`src/rtl/fifo_pkg.sv`:
```
// Shared constants and types for the read side of the 32x8 synchronous FIFO.
// Pointers carry one extra wrap bit so full and empty can be told apart.
package fifo_pkg;

  localparam int FIFO_WIDTH   = 8;
  localparam int FIFO_DEPTH   = 32;
  localparam int PTR_W        = $clog2(FIFO_DEPTH) + 1;
  localparam int BURST_THRESH = 4;
  localparam int TIMEOUT      = 16;
  localparam int SKID_DEPTH   = 2;

  typedef logic [FIFO_WIDTH-1:0] fifo_word_t;
  typedef logic [PTR_W-1:0]      fifo_ptr_t;

  typedef enum logic {
    IDLE  = 1'b0,
    DRAIN = 1'b1
  } rd_state_e;

  // Occupancy from the two wrap-bit pointers; modulo arithmetic handles 63->0.
  function automatic fifo_ptr_t fifo_level(input fifo_ptr_t wp, input fifo_ptr_t rp);
    return fifo_ptr_t'(wp - rp);
  endfunction

endpackage

```
`src/rtl/fifo_skid_buf.sv`:
```
// Two-entry valid/ready buffer between the FIFO read port and the output stream.
// Entry 0 is always the head, so the output data is a plain register read.
module fifo_skid_buf
  import fifo_pkg::*;
(
  input  logic       clk,
  input  logic       rst_n,
  input  logic       push,
  input  fifo_word_t push_data,
  input  logic       pop,
  output logic [1:0] count,
  output logic       out_valid,
  output fifo_word_t out_data
);

  fifo_word_t entry [SKID_DEPTH];
  logic       pop_ok;
  logic       push_ok;

  assign pop_ok  = pop && (count != 2'd0);
  assign push_ok = push && ((count != 2'(SKID_DEPTH)) || pop_ok);

  // NOTE: the entries are reset too, because the head register drives m_data
  // directly and must read zero straight out of reset.
  always_ff @(posedge clk or negedge rst_n) begin
    if (!rst_n) begin
      entry[0] <= '0;
      entry[1] <= '0;
      count    <= 2'd0;
    end else begin
      unique case ({push_ok, pop_ok})
        2'b10: begin
          entry[count[0]] <= push_data;
          count           <= count + 2'd1;
        end
        2'b01: begin
          entry[0] <= entry[1];
          count    <= count - 2'd1;
        end
        2'b11: begin
          if (count == 2'd1) begin
            entry[0] <= push_data;
          end else begin
            entry[0] <= entry[1];
            entry[1] <= push_data;
          end
        end
        default: ;
      endcase
    end
  end

  assign out_valid = (count != 2'd0);
  assign out_data  = entry[0];

  a_no_overflow: assert property (@(posedge clk) disable iff (!rst_n)
    (push && (count == 2'(SKID_DEPTH))) |-> pop);

  a_no_underflow: assert property (@(posedge clk) disable iff (!rst_n)
    pop |-> (count != 2'd0));

endmodule

```
`src/rtl/fifo_rd_ctrl.sv`:
```
// FIFO read-side controller: batches pops into drains, re-presents the words as
// a valid/ready stream through a 2-entry skid buffer and reports occupancy.
module fifo_rd_ctrl
  import fifo_pkg::*;
#(
  parameter int BURST_THRESH_P = BURST_THRESH,
  parameter int TIMEOUT_P      = TIMEOUT
) (
  input  logic             clk,
  input  logic             rstN,
  output logic             rd_en,
  input  logic             empty,
  input  fifo_word_t       data_out,
  input  logic [PTR_W-1:0] wrptr,
  input  logic [PTR_W-1:0] rdptr,
  output logic             m_valid,
  output fifo_word_t       m_data,
  input  logic             m_ready,
  output logic [PTR_W-1:0] level,
  output logic             lvl_err
);

  localparam int TIMER_W = $clog2(TIMEOUT_P);

  rd_state_e          state;
  rd_state_e          state_nxt;
  logic [TIMER_W-1:0] timer;
  logic               inflight;
  logic [1:0]         buf_count;
  logic [1:0]         credits;
  logic               pop;
  fifo_ptr_t          lvl_calc;
  logic               start_drain;
  logic               drain_done;

  assign lvl_calc = fifo_level(wrptr, rdptr);
  assign pop      = m_valid && m_ready;
  // Slots already claimed: words buffered plus the one still on its way back.
  assign credits  = buf_count + 2'(inflight);

  assign start_drain = (level >= PTR_W'(BURST_THRESH_P)) ||
                       (timer == TIMER_W'(TIMEOUT_P - 1));
  assign drain_done  = empty && !inflight && !rd_en;

  // NOTE: every register below uses non-blocking assignment so all of them
  // update together from pre-edge values, matching the synthesised flops.
  always_ff @(posedge clk or negedge rstN) begin
    if (!rstN) begin
      state <= IDLE;
    end else begin
      state <= state_nxt;
    end
  end

  // NOTE: the default assignment ahead of the case keeps every path driven,
  // so no latch is inferred for state_nxt.
  always_comb begin
    state_nxt = state;
    unique case (state)
      IDLE:    if (start_drain) state_nxt = DRAIN;
      DRAIN:   if (drain_done)  state_nxt = IDLE;
      default: state_nxt = IDLE;
    endcase
  end

  // A slot freed by this cycle's pop may be reclaimed in the same cycle.
  always_comb begin
    rd_en = 1'b0;
    if ((state == DRAIN) && !empty) begin
      rd_en = (credits < 2'd2) || ((credits == 2'd2) && pop);
    end
  end

  always_ff @(posedge clk or negedge rstN) begin
    if (!rstN) begin
      timer <= '0;
    end else if (state_nxt == DRAIN) begin
      timer <= '0;
    end else if (empty) begin
      timer <= '0;
    end else begin
      timer <= timer + TIMER_W'(1);
    end
  end

  always_ff @(posedge clk or negedge rstN) begin
    if (!rstN) begin
      inflight <= 1'b0;
    end else begin
      inflight <= rd_en;
    end
  end

  always_ff @(posedge clk or negedge rstN) begin
    if (!rstN) begin
      level   <= '0;
      lvl_err <= 1'b0;
    end else begin
      level <= lvl_calc;
      if (lvl_calc > PTR_W'(FIFO_DEPTH)) begin
        lvl_err <= 1'b1;
      end
    end
  end

  fifo_skid_buf u_skid (
    .clk       (clk),
    .rst_n     (rstN),
    .push      (inflight),
    .push_data (data_out),
    .pop       (pop),
    .count     (buf_count),
    .out_valid (m_valid),
    .out_data  (m_data)
  );

  a_no_fifo_underflow: assert property (@(posedge clk) disable iff (!rstN)
    rd_en |-> !empty);

  a_credit_bound: assert property (@(posedge clk) disable iff (!rstN)
    credits <= 2'(SKID_DEPTH));

endmodule

```
`config.mk`:
```
export PLATFORM = sky130hd
export DESIGN_NAME = fifo_rd_ctrl
export DESIGN_NICKNAME = d
export VERILOG_FILES = /design/src/rtl/fifo_pkg.sv /design/src/rtl/fifo_skid_buf.sv /design/src/rtl/fifo_rd_ctrl.sv
export SDC_FILE = /design/constraint.sdc
export NUM_CORES = 1
export LEC_CHECK = 0
export CORE_MARGIN = 2
export CORE_UTILIZATION = 45
export CTS_CLUSTER_SIZE = 30
export DETAILED_ROUTE_END_ITERATION = 7
export PLACE_DENSITY = 0.73
export SYNTH_ARGS = -nofsm -noshare
export SYNTH_HDL_FRONTEND = slang
export SYNTH_SLANG_ARGS = --single-unit
export TNS_END_PERCENT = 20
```
`constraint.sdc`:
```
create_clock -name clk -period 2.4 [get_ports clk]
set_input_delay 0.48 -clock clk [delete_from_list [all_inputs] [get_ports clk]]
set_output_delay 0.48 -clock clk [all_outputs]
set_load 0.05 [all_outputs]
```
# == Word level (Yosys, flattened, before mapping) ==
# Cells that the tools add are included.
# totals
elab_cells,61
latch_bits,0
in_bits,24
output_inout_bits,17
mem_count,0
register_bits,31
ramBits,0
mem_bits_ro,0
# op_classes
bitwise,2
magnitude_cmp,5
n_shift,0
eq_ne,8
n_reduce_logical,19
div,0
n_addsub,5
mux,14
multipliers,0
# op_table
cell,count
$mux 8,3
$pmux 8 s3,1
$bwmux 16,1
$pmux 8 s2,1
$demux 8 s1,1
$logic_and 1x1->1,8
$mux 4,2
$eq 2x2->1 const B,3
$ge 6x3->1 const B,1
$gt 6x6->1 const B,1
$reduce_bool 2->1,3
$sub 6x6->6,1
$add 4x1->4 const B,1
$eq 2x1->1 const B,2
$eq 4x4->1 const B,1
$ne 2x2->1 const B,2
$pmux 2 s2,1
$logic_not 1->1,3
$logic_or 1x1->1,3
$mux 1,3
$reduce_bool 3->1,1
$add 2x1->2,1
$add 2x1->2 const B,1
$ge 2x2->1 const B,1
7 further kinds,7

# == Longest topological paths before layout ==
# Gate-level depths: netlist (run 1).
# logic_depth
depth_word,10
ltp_mapped,8
depth_no_buf,8

# == Modules after synthesis ==
# From an unflattened synthesis (run 1), not the netlist that was laid out.
# unflattened
hier_cells,151
area_unflattened_um2,1721.7
# modules_own_cells
mod,cells_each,seq_area_each_um2,n_inst,area_per_inst_um2
fifo_skid_buf,85,450.4,1,989.7
fifo_rd_ctrl,66,325.3,1,732.0

# == Worst setup path after synthesis (run 1) ==
# OpenSTA, ideal clock, no wires.
# synth_timing
kind,input-to-reg
start,input port wrptr[0]
end,register lvl_err
t_required_ps,2274
cell_stages,6
setup_ps,126
t_arrival_ps,2031
path_slack_ps,243
path_buffers,0
path_cell_list,inv_1 ha_1 fa_1 inv_1 or4_1 o32a_1
# synth_between
elab_chain_len,2
# synth_rtl
element,line_no,text
"start, declared",fifo_rd_ctrl.sv:14,"input logic [PTR_W-1:0] wrptr,"
$sub 6x6->6,fifo_pkg.sv:22,return fifo_ptr_t'(wp - rp);
via lvl_calc[1],fifo_rd_ctrl.sv:32,fifo_ptr_t lvl_calc;
$gt 6x6->1,fifo_rd_ctrl.sv:100,if (lvl_calc > PTR_W'(FIFO_DEPTH)) begin
"end signal, assigned",fifo_rd_ctrl.sv:97,lvl_err <= 1'b0;
"end signal, assigned",fifo_rd_ctrl.sv:101,lvl_err <= 1'b1;
"end, declared",fifo_rd_ctrl.sv:20,output logic lvl_err
# The timed path passes the listed nets, and every way through them passes these cells.
# A chain may end at the register's enable or synchronous reset.

# == Final worst setup path (run 1) ==
# Ends and elaborated chain as after synthesis.

==> reports/results.txt, run 1 <==
TritonCTS built the clock tree. In this run the critical register-to-register path is captured at u_skid.out_data[2]. By area, the combinational part of the netlist is dominated by compound AO/OA/AOI/OAI gates.

Of the post-synthesis cell area, the part taken by muxes is 7.73%. After clock tree synthesis, the flow added hold-fix buffers numbering 0. Clock tree synthesis found a total of 31 sinks. The run gives 0 as the hold violation count in the final report.

The final routed DRC violation total is 0. The startpoint of the worst-slack reg-to-reg timing path is u_skid.count[0]. The HPWL after detailed placement is 2320 um. The detail route stage leaves a number of antenna-violating nets equal to 0. The post-placement worst setup slack is -234 ps, and the synthesized area per cell is 11.4 um^2.

The number of inserted diodes was 0; the clock transition time at the flip-flop clock pins of the worst setup and hold paths was 60 ps. The library cell used most frequently in the layout, excluding fill and tap cells, is sky130_fd_sc_hd__clkdlybuf4s50_1. Clock latency on the worst-skew pair, taken at its later pin, is 280 ps. The overall power after layout is 2.59 mW, and the cell row count is 22. For the worst setup path, the data arrival time is 2480 ps. The number of cells on the worst reg-to-reg path was 5. Setup slack on the critical path of the routed design comes to 78.4 ps. The worst setup path is captured at a flop. The via count of the first global-routing pass came out at 1240. Setup repair after global routing left no endpoint under its margin.

Post-CTS repair changed the size of 0 cells. The tree is rooted in a sky130_fd_sc_hd__clkbuf_8. For the total overflow reported by the global router, the log shows 0. After the first detailed-routing iteration, the DRC count stood at 72. The via density per instance came out at 5.02. The synthesis-stage register bit count is 31, and the fraction of power spent switching nets is 40.5%. After detailed routing, the average wire length per cell comes to 12.9 um. The synthesis-to-finish area growth works out to 33.4%. The critical path in this run is classified as input pin to flop.

The hold path depth is 1. The initial cell density of the core is 46.3%. The tightest min-delay check is of the flop to flop type. The cell count after synthesis is 148, and the fraction of the mapped netlist area in simple logic gates is 11.8%. For the number of detailed-route iterations in the first pass, the log shows 4. The run gives 0 as the initial antenna violation count. Startpoint of the tightest hold check path: timer[0]. In the final layout, the share of cells above drive strength 1 is 21.1%.

Counting distinct cell types in the post-synthesis netlist gives 40. The floorplan core area is 3630 um^2, and the complex-gate fraction of the synthesized area is 14.5%. The net count reported at finish is 228.

By area the synthesized netlist is led by sky130_fd_sc_hd__dfrtp_1, sky130_fd_sc_hd__ha_1, sky130_fd_sc_hd__mux2_4. Per report_power, the clock group accounts for 16.9% of the total. The share of total power dissipated in combinational logic is 51.3%.

The fraction of synthesized cell area in xor and xnor cells is 3.64%, and the power share of the sequential group is 31.8%. For this design the total switching power over the nets is 1.05 mW. The wire length of the first global-routing pass came out at 5460 um.

Dividing the final minimum period by the clock period gives 96.7%. The H-tree was split into 2 levels. For the reported max-cap violation count, the log shows 0.

Post-CTS timing repair inserted 0 buffers for setup. The longest clock path from root to sink contains 2 buffers. The tools report the wire length after detailed routing as 3120 um. The run finished with clean final reports. The worst register-to-register path has a setup slack of 420 ps. Along the worst path, the maximum fanout reaches 2.

Global routing used 16.8% of the available tracks across all layers. For this design the top-level I/O count stands at 41. Entering global routing, the biggest net connects 32 pins. In the layout the commonest cells are sky130_fd_sc_hd__clkdlybuf4s50_1, sky130_fd_sc_hd__dfrtp_1, sky130_fd_sc_hd__inv_1. The logs give 0 for the final number of max-transition violations and 0 for the number of warnings issued by yosys. Summed over all cells, the static leakage comes to 1.02 nW. The synthesized netlist occupies a cell area of 1680 um^2. The run gives 1215 as the routed via count. The tools report the data required time at the worst endpoint as 2560 ps. For the internal power of the cells, the log shows 1.54 mW.

The largest total area in the synthesized netlist belongs to sky130_fd_sc_hd__dfrtp_1. Setup violations remaining at the end of the flow were counted as 0. For the number of clock buffers inserted by TritonCTS, the log shows 5. At the pin with the least slew margin, the transition time is 1020 ps.

The area enclosed by the die boundary was 4250 um^2; the arithmetic-cell share of the synthesized area counting full adders, half adders and majority gates was 8.62%. For this run, the top clock speed supported by timing is 0.431 GHz. VDD sags by at most 563 uV. The routability-driven placement congestion ratio came out at 0.772. Number of port buffers: 40.

The final sum of negative setup slack is 0 ps, and the die width is 65.2 um. The clock period minus final worst setup slack was 2320 ps; the area fraction of the dominant cell type after synthesis was 46.1%. Dividing total power by cell area gives a power density of 1150 nW/um^2. For the final hold slack, the log shows 469 ps. STA classifies the critical path startpoint as an input pin. Synthesis produced a netlist with a net count of 183.

The worst slew margin relative to its limit came out at 32.3%. The fraction of the yosys area taken by sequential cells was 46.1%. The die is 65.2 um tall. Clock skew on the completed layout was measured at 2.71 ps. The tools report the end of the worst hold path as timer[0].
[metrics by stage]
step,std cells,cell area [um^2],util (%)
6_report,242,2250,61.8
5_1_grt,242,2250,61.8
4_1_cts,242,2240,61.7
3_5_place_dp,234,2140,59.0
3_3_place_gp,234,2140,59.0
2_1_floorplan,148,1680,-
[synthesized netlist by cell type (all sizes together)]
| library cell | instances |
|---|---|
| a211oi | 1 |
| a21o | 1 |
| a21oi | 8 |
| a22oi | 8 |
| a311oi | 1 |
| a31oi | 1 |
| and3b | 1 |
| buf | 10 |
| clkbuf | 1 |
| dfrtp | 31 |
| fa | 1 |
| ha | 10 |
| inv | 14 |
| mux2 | 8 |
| mux2i | 1 |
| nand2 | 9 |
| nand2b | 2 |
| nand3 | 2 |
| nor2 | 9 |
| nor2b | 2 |
| nor3 | 1 |
| o211ai | 1 |
| o21ai | 10 |
| o311a | 1 |
| o32a | 1 |
| or2 | 1 |
| or3 | 2 |
| or4 | 3 |
| xnor2 | 4 |
| xor2 | 3 |
[area by class of cell]
cell class | count | area [um^2]
fillers | 300 | 1390
multi-input cells | 92 | 782
flip-flops and latches | 31 | 777
repair buffers | 49 | 475
clock buffers | 8 | 100
well taps | 48 | 60.1
inverters | 14 | 52.6
[power by group through the flow]
stage	combinational [mW]	clock, mW	sequential, mW
6_report	1.33	0.439	0.823
5_1_grt	1.44	0.475	0.845
4_1_cts	1.34	0.453	0.820
3_5_place_dp	1.33	0	0.827
3_3_place_gp	1.29	0	0.817
2_1_floorplan	0.972	0	0.857
[how the worst max path moves through the flow]
stage / cells past startpoint / slack (ps) / from / to
floorplan: 6 / 240 / wrptr[0] / lvl_err
global placement: 7 / -220 / wrptr[0] / lvl_err
detailed placement: 7 / -230 / wrptr[0] / lvl_err
CTS: 7 / 50 / wrptr[0] / lvl_err
global route: 7 / 5 / wrptr[0] / lvl_err
finish: 7 / 80 / wrptr[0] / lvl_err
[kinds of logic after synthesis]
logic type / after synthesis
flip-flops: 31
adder cells (fa/ha/maj): 11
AO/OA/AOI/OAI: 33
AND/OR/NAND/NOR: 32
buffers and inverters: 25
XOR/XNOR: 7
multiplexers: 9
[worst max-delay path: stages]
cell and delay [ps]:
sky130_fd_sc_hd__clkdlybuf4s50_1 460, sky130_fd_sc_hd__inv_1 40, sky130_fd_sc_hd__ha_2 180, sky130_fd_sc_hd__fa_1 470, sky130_fd_sc_hd__inv_1 50, sky130_fd_sc_hd__or4_1 510
sky130_fd_sc_hd__o32a_1 290
[flip-flops by register name, indices dropped and copies added, names as in the netlist]
signal,count
u_skid.count,2
timer,4
inflight,1
level,6
state,1
u_skid.out_data,8
u_skid.entry,8
lvl_err,1
[metal layers]
metal	wire, um	part of all wire [%]	vias up	track usage (%)
li1	-	-	593	-
met1	1390	44	581	21.7
met2	1490	48	36	27.7
met3	197	6.3	5	4.62
met5	0	0	-	0
met4	40	1.3	0	4.69
No activity file was read; power rests on OpenSTA's default activity.
==> inputs of run 2 (changes only) <==
--- a/config.mk
+++ b/config.mk
@@ -9,8 +9,9 @@
 export CORE_UTILIZATION = 45
 export CTS_CLUSTER_SIZE = 30
 export DETAILED_ROUTE_END_ITERATION = 7
-export PLACE_DENSITY = 0.73
+export PLACE_DENSITY = 0.72
 export SYNTH_ARGS = -nofsm -noshare
 export SYNTH_HDL_FRONTEND = slang
+export SYNTH_HIERARCHICAL = 1
 export SYNTH_SLANG_ARGS = --single-unit
 export TNS_END_PERCENT = 20
==> reports/results.txt, run 2 <==
The mean routed wirelength per cell is 13.3 um (+3.6%), and the area fraction of the dominant cell type after synthesis is 45.1% (-1.0 points). The async set-or-reset flop fraction in the synthesized netlist came out at 100% (unchanged). Top flip-flop cell by instance count after synthesis: sky130_fd_sc_hd__dfrtp_1. The complex-gate fraction of the synthesized area is 14.2% (-0.24 points), and the synthesis-stage register bit count is 31 (unchanged). The logs give 0 (unchanged) for the final number of max-transition violations and 2 (unchanged) for the number of H-tree levels. The dominant combinational cell family by area after synthesis is compound AO/OA/AOI/OAI gates. The die height works out to 65.9 um (+1.0%). For the cell row count, the log shows 22 (unchanged). The post-placement cell count is 236 (+0.85%), and the clock period minus final worst setup slack is 2350 ps (+33.3 ps). Setup repair after global routing left no endpoint under its margin. For the detailed placement HPWL, the log shows 2480 um (+7.0%). The tree is rooted in a sky130_fd_sc_hd__clkbuf_8. The run gives 1.03 nW (+0.85%) as the reported leakage power. By count the netlist is led by sky130_fd_sc_hd__dfrtp_1, sky130_fd_sc_hd__nor2_1, sky130_fd_sc_hd__inv_1, sky130_fd_sc_hd__a21oi_1. For the first-iteration detailed-routing DRC count, the log shows 50 (-31%). Final routed DRC violation total: 0 (unchanged). The number of standard cells in the layout, taps in and fillers out was 244 (+0.83%). The run finished with clean final reports. For the floorplan core area, the log shows 3660 um^2 (+0.76%).

The type of destination of the critical path is a flop. The run gives 0 (unchanged) as the total overflow reported by the global router. For the cell count after synthesis, the log shows 151 (+2.0%). The library cells used most frequently in the layout, excluding fill and tap cells, are sky130_fd_sc_hd__clkdlybuf4s50_1, sky130_fd_sc_hd__dfrtp_1, sky130_fd_sc_hd__nor2_1. The worst slew margin relative to its limit was 58.7% (+26 points). The power density over cell area is 1260 nW/um^2 (+9.6%), and the fraction of layout cells with a size suffix above 1 is 23.0% (+1.8 points).

For the clock insertion delay at the later pin of the skew report, the log shows 280 ps (about the same). The hold path depth was 1 (unchanged); the fraction of the mapped netlist area in simple logic gates was 12.6% (+0.76 points). The share of synthesized area spent on multiplexers is 8.28% (+0.56 points). The synthesized area per cell was 11.4 um^2 (+0.20%).

TritonCTS built the clock tree. The fraction of synthesized cell area in xor and xnor cells came out at 3.56% (-0.079 points). The via density per instance was 5.06 (+0.73%); the netlist area before placement was 1720 um^2 (+2.2%). The residual antenna-violating net count after detailed routing came out at 0 (unchanged). The overall power after layout is 2.90 mW (+12%), and the routability-driven placement congestion ratio is 0.811 (+5.0%).

The peak ir drop on the vdd network is 927 uV (+65%), and the hold violation count in the final report is 0 (unchanged). The tools report the wire length of the first global-routing pass as 5280 um (-3.3%). The number of warnings issued by yosys was 6 (+6); the die width was 65.9 um (+1.0%).

The tools report the fraction of the yosys area taken by sequential cells as 45.1% (-1.0 points). Compared with the post-synthesis result, the final layout area differs by 33.2%. The worst hold path belongs to the class flop to flop. The maximum clock frequency was 0.425 GHz (-1.4%). The net count reported at finish is 230 (+0.88%). The logs give 4340 um^2 (+2.1%) for the area enclosed by the die boundary and 31 (unchanged) for the total clock sinks. The clock transition time at the flip-flop clock pins of the worst setup and hold paths came out at 60 ps (about the same). The type of the worst setup path is input pin to flop. The maximum clock path buffer count came out at 2 (unchanged).

Yosys attributes the largest share of cell area to sky130_fd_sc_hd__dfrtp_1, sky130_fd_sc_hd__ha_1, sky130_fd_sc_hd__mux2_4. The transition at the pin with the smallest max-transition slack works out to 620 ps (-396 ps). The global-route total usage across every layer is 16.4% (-0.42 points), and the final worst-path cycle share is 98.1% (+1.4 points). The final hold slack was 466 ps (-3.67 ps). In the post-synthesis netlist, the cell with the most instances is sky130_fd_sc_hd__dfrtp_1. The via count of the first global-routing pass was 1187 (-4.3%); the number of flops mapped to enable cells by yosys was 0 (unchanged). The number of cells on the worst reg-to-reg path works out to 9 (+4).

The highest net fanout along the worst path was 2 (unchanged); the routed via count was 1234 (+1.6%). Arrival time of data at the critical path endpoint: 2520 ps (+40 ps). The boundary pin count was 41 (unchanged); the arithmetic-cell share of the synthesized area counting full adders, half adders and majority gates was 8.43% (-0.19 points). The number of detailed-route iterations in the first pass was 4 (unchanged). The count of cell types in the netlist was 39 (-2.5%); the maximum number of pins on one net before global-route repair was 32 (unchanged).

For the final setup skew, the log shows 6.63 ps (+3.93 ps). Total setup violations reported at the end of the flow: 0 (unchanged). The data required time at the worst endpoint was 2560 ps (about the same). The initial cell density of the core is 47.0% (+0.68 points). The wire length after detailed routing is 3250 um (+4.5%). Of all cell types, the one taking the most synthesized area is sky130_fd_sc_hd__dfrtp_1. The number of port buffers works out to 40 (unchanged). The number of clock buffers inserted by TritonCTS is 5 (unchanged).

For the reported max-cap violation count, the log shows 0 (unchanged). Leaving out fill and tap cells, the most frequent cell in the layout is sky130_fd_sc_hd__clkdlybuf4s50_1. The kind of start point of the critical path was an input pin. The initial antenna violation count is 0 (unchanged), and the number of inserted diodes is 0 (unchanged).

The post-synth net total is 186 (+1.6%).
## run 2: cell count changes after synthesis, sizes merged, moves of 2 or more
cell   before  now
o21ai      10    3
nor3        1    3
nand3       2    4
nor2        9   15
a21oi       8   12
inv        14   16
nand2       9    2
## run 2: logic make-up after synthesis
logic type	after synthesis
buffers and inverters	26
AOI/OAI and AO/OA	31
adders and majority gates	11
DFF	31
and+or+nand+nor	36
xor gates and xnor gates	7
muxes	9
## run 2: worst max-delay path, stage by stage
cell                              delay [ps]
sky130_fd_sc_hd__clkdlybuf4s50_1         470
sky130_fd_sc_hd__inv_1                    50
sky130_fd_sc_hd__ha_2                    180
sky130_fd_sc_hd__fa_1                    480
sky130_fd_sc_hd__inv_1                    60
sky130_fd_sc_hd__or4_4                   520
sky130_fd_sc_hd__o32a_1                  290
## run 2: report_power, final
group | switching [mW] | internal [mW] | total [mW]
Sequential | 0.149 | 0.720 | 0.869
Clock | 0.188 | 0.335 | 0.524
Combinational | 0.861 | 0.645 | 1.51
Total | 1.20 | 1.70 | 2.90
## run 2: per-stage QoR
step | area [um^2] | utilization, % | setup slack [ps] | setup TNS, ps
global route | 2290 | 62.6 | 30.5 | 0
floorplan | 1720 | - | 64.6 | 0
CTS | 2280 | 62.4 | 16.1 | 0
global placement | 2170 | 59.2 | -218 | -218
finish | 2290 | 62.6 | 45.1 | 0
detailed placement | 2170 | 59.2 | -273 | -306
## run 2: final cells by class
type / count / area (um^2)
inverter: 16 / 60.1
timing repair buffer: 47 / 460
multi-input combinational: 94 / 818
tap: 48 / 60.1
fill: 313 / 1370
clock inverter: 2 / 35.0
sequential: 31 / 777
clock buffer: 6 / 82.6
## run 2: worst paths after layout
check | start | to | slack, ps
setup / recovery | wrptr[0] | lvl_err | 50
hold / removal | timer[0] | timer[0] | 470
setup reg to reg | u_skid/count[0] | u_skid/entry[5] | 300
hold reg to reg | timer[0] | timer[0] | 470
max in group asynchronous | rstN | u_skid/count[0] | 1500
min in group asynchronous | rstN | u_skid/entry[4] | 590
## run 2: timing repair
item	CTS	global route
hold endpoints to repair	0	0
hold buffers	0	0
resized for setup	0	4
endpoints found under the setup margin	0	2
setup buffers	0	0
## run 2: routing by layer
layer  vias to the layer above  wire (um)  GRT usage [%]
met5                         -          0              0
met4                         0          0           4.69
met1                       592       1470           21.7
met2                        39       1610           25.5
li1                        603          -              -
met3                         0        176           5.45
==> inputs of run 3 (changes only) <==
--- a/config.mk
+++ b/config.mk
@@ -9,6 +9,7 @@
 export CORE_UTILIZATION = 45
 export CTS_CLUSTER_SIZE = 30
 export DETAILED_ROUTE_END_ITERATION = 7
+export HOLD_SLACK_MARGIN = 0.08
 export PLACE_DENSITY = 0.72
 export SYNTH_ARGS = -nofsm -noshare
 export SYNTH_HDL_FRONTEND = slang
==> results of run 3 <==
No change in the layout: final DEF, timing and power equal those of run 2.
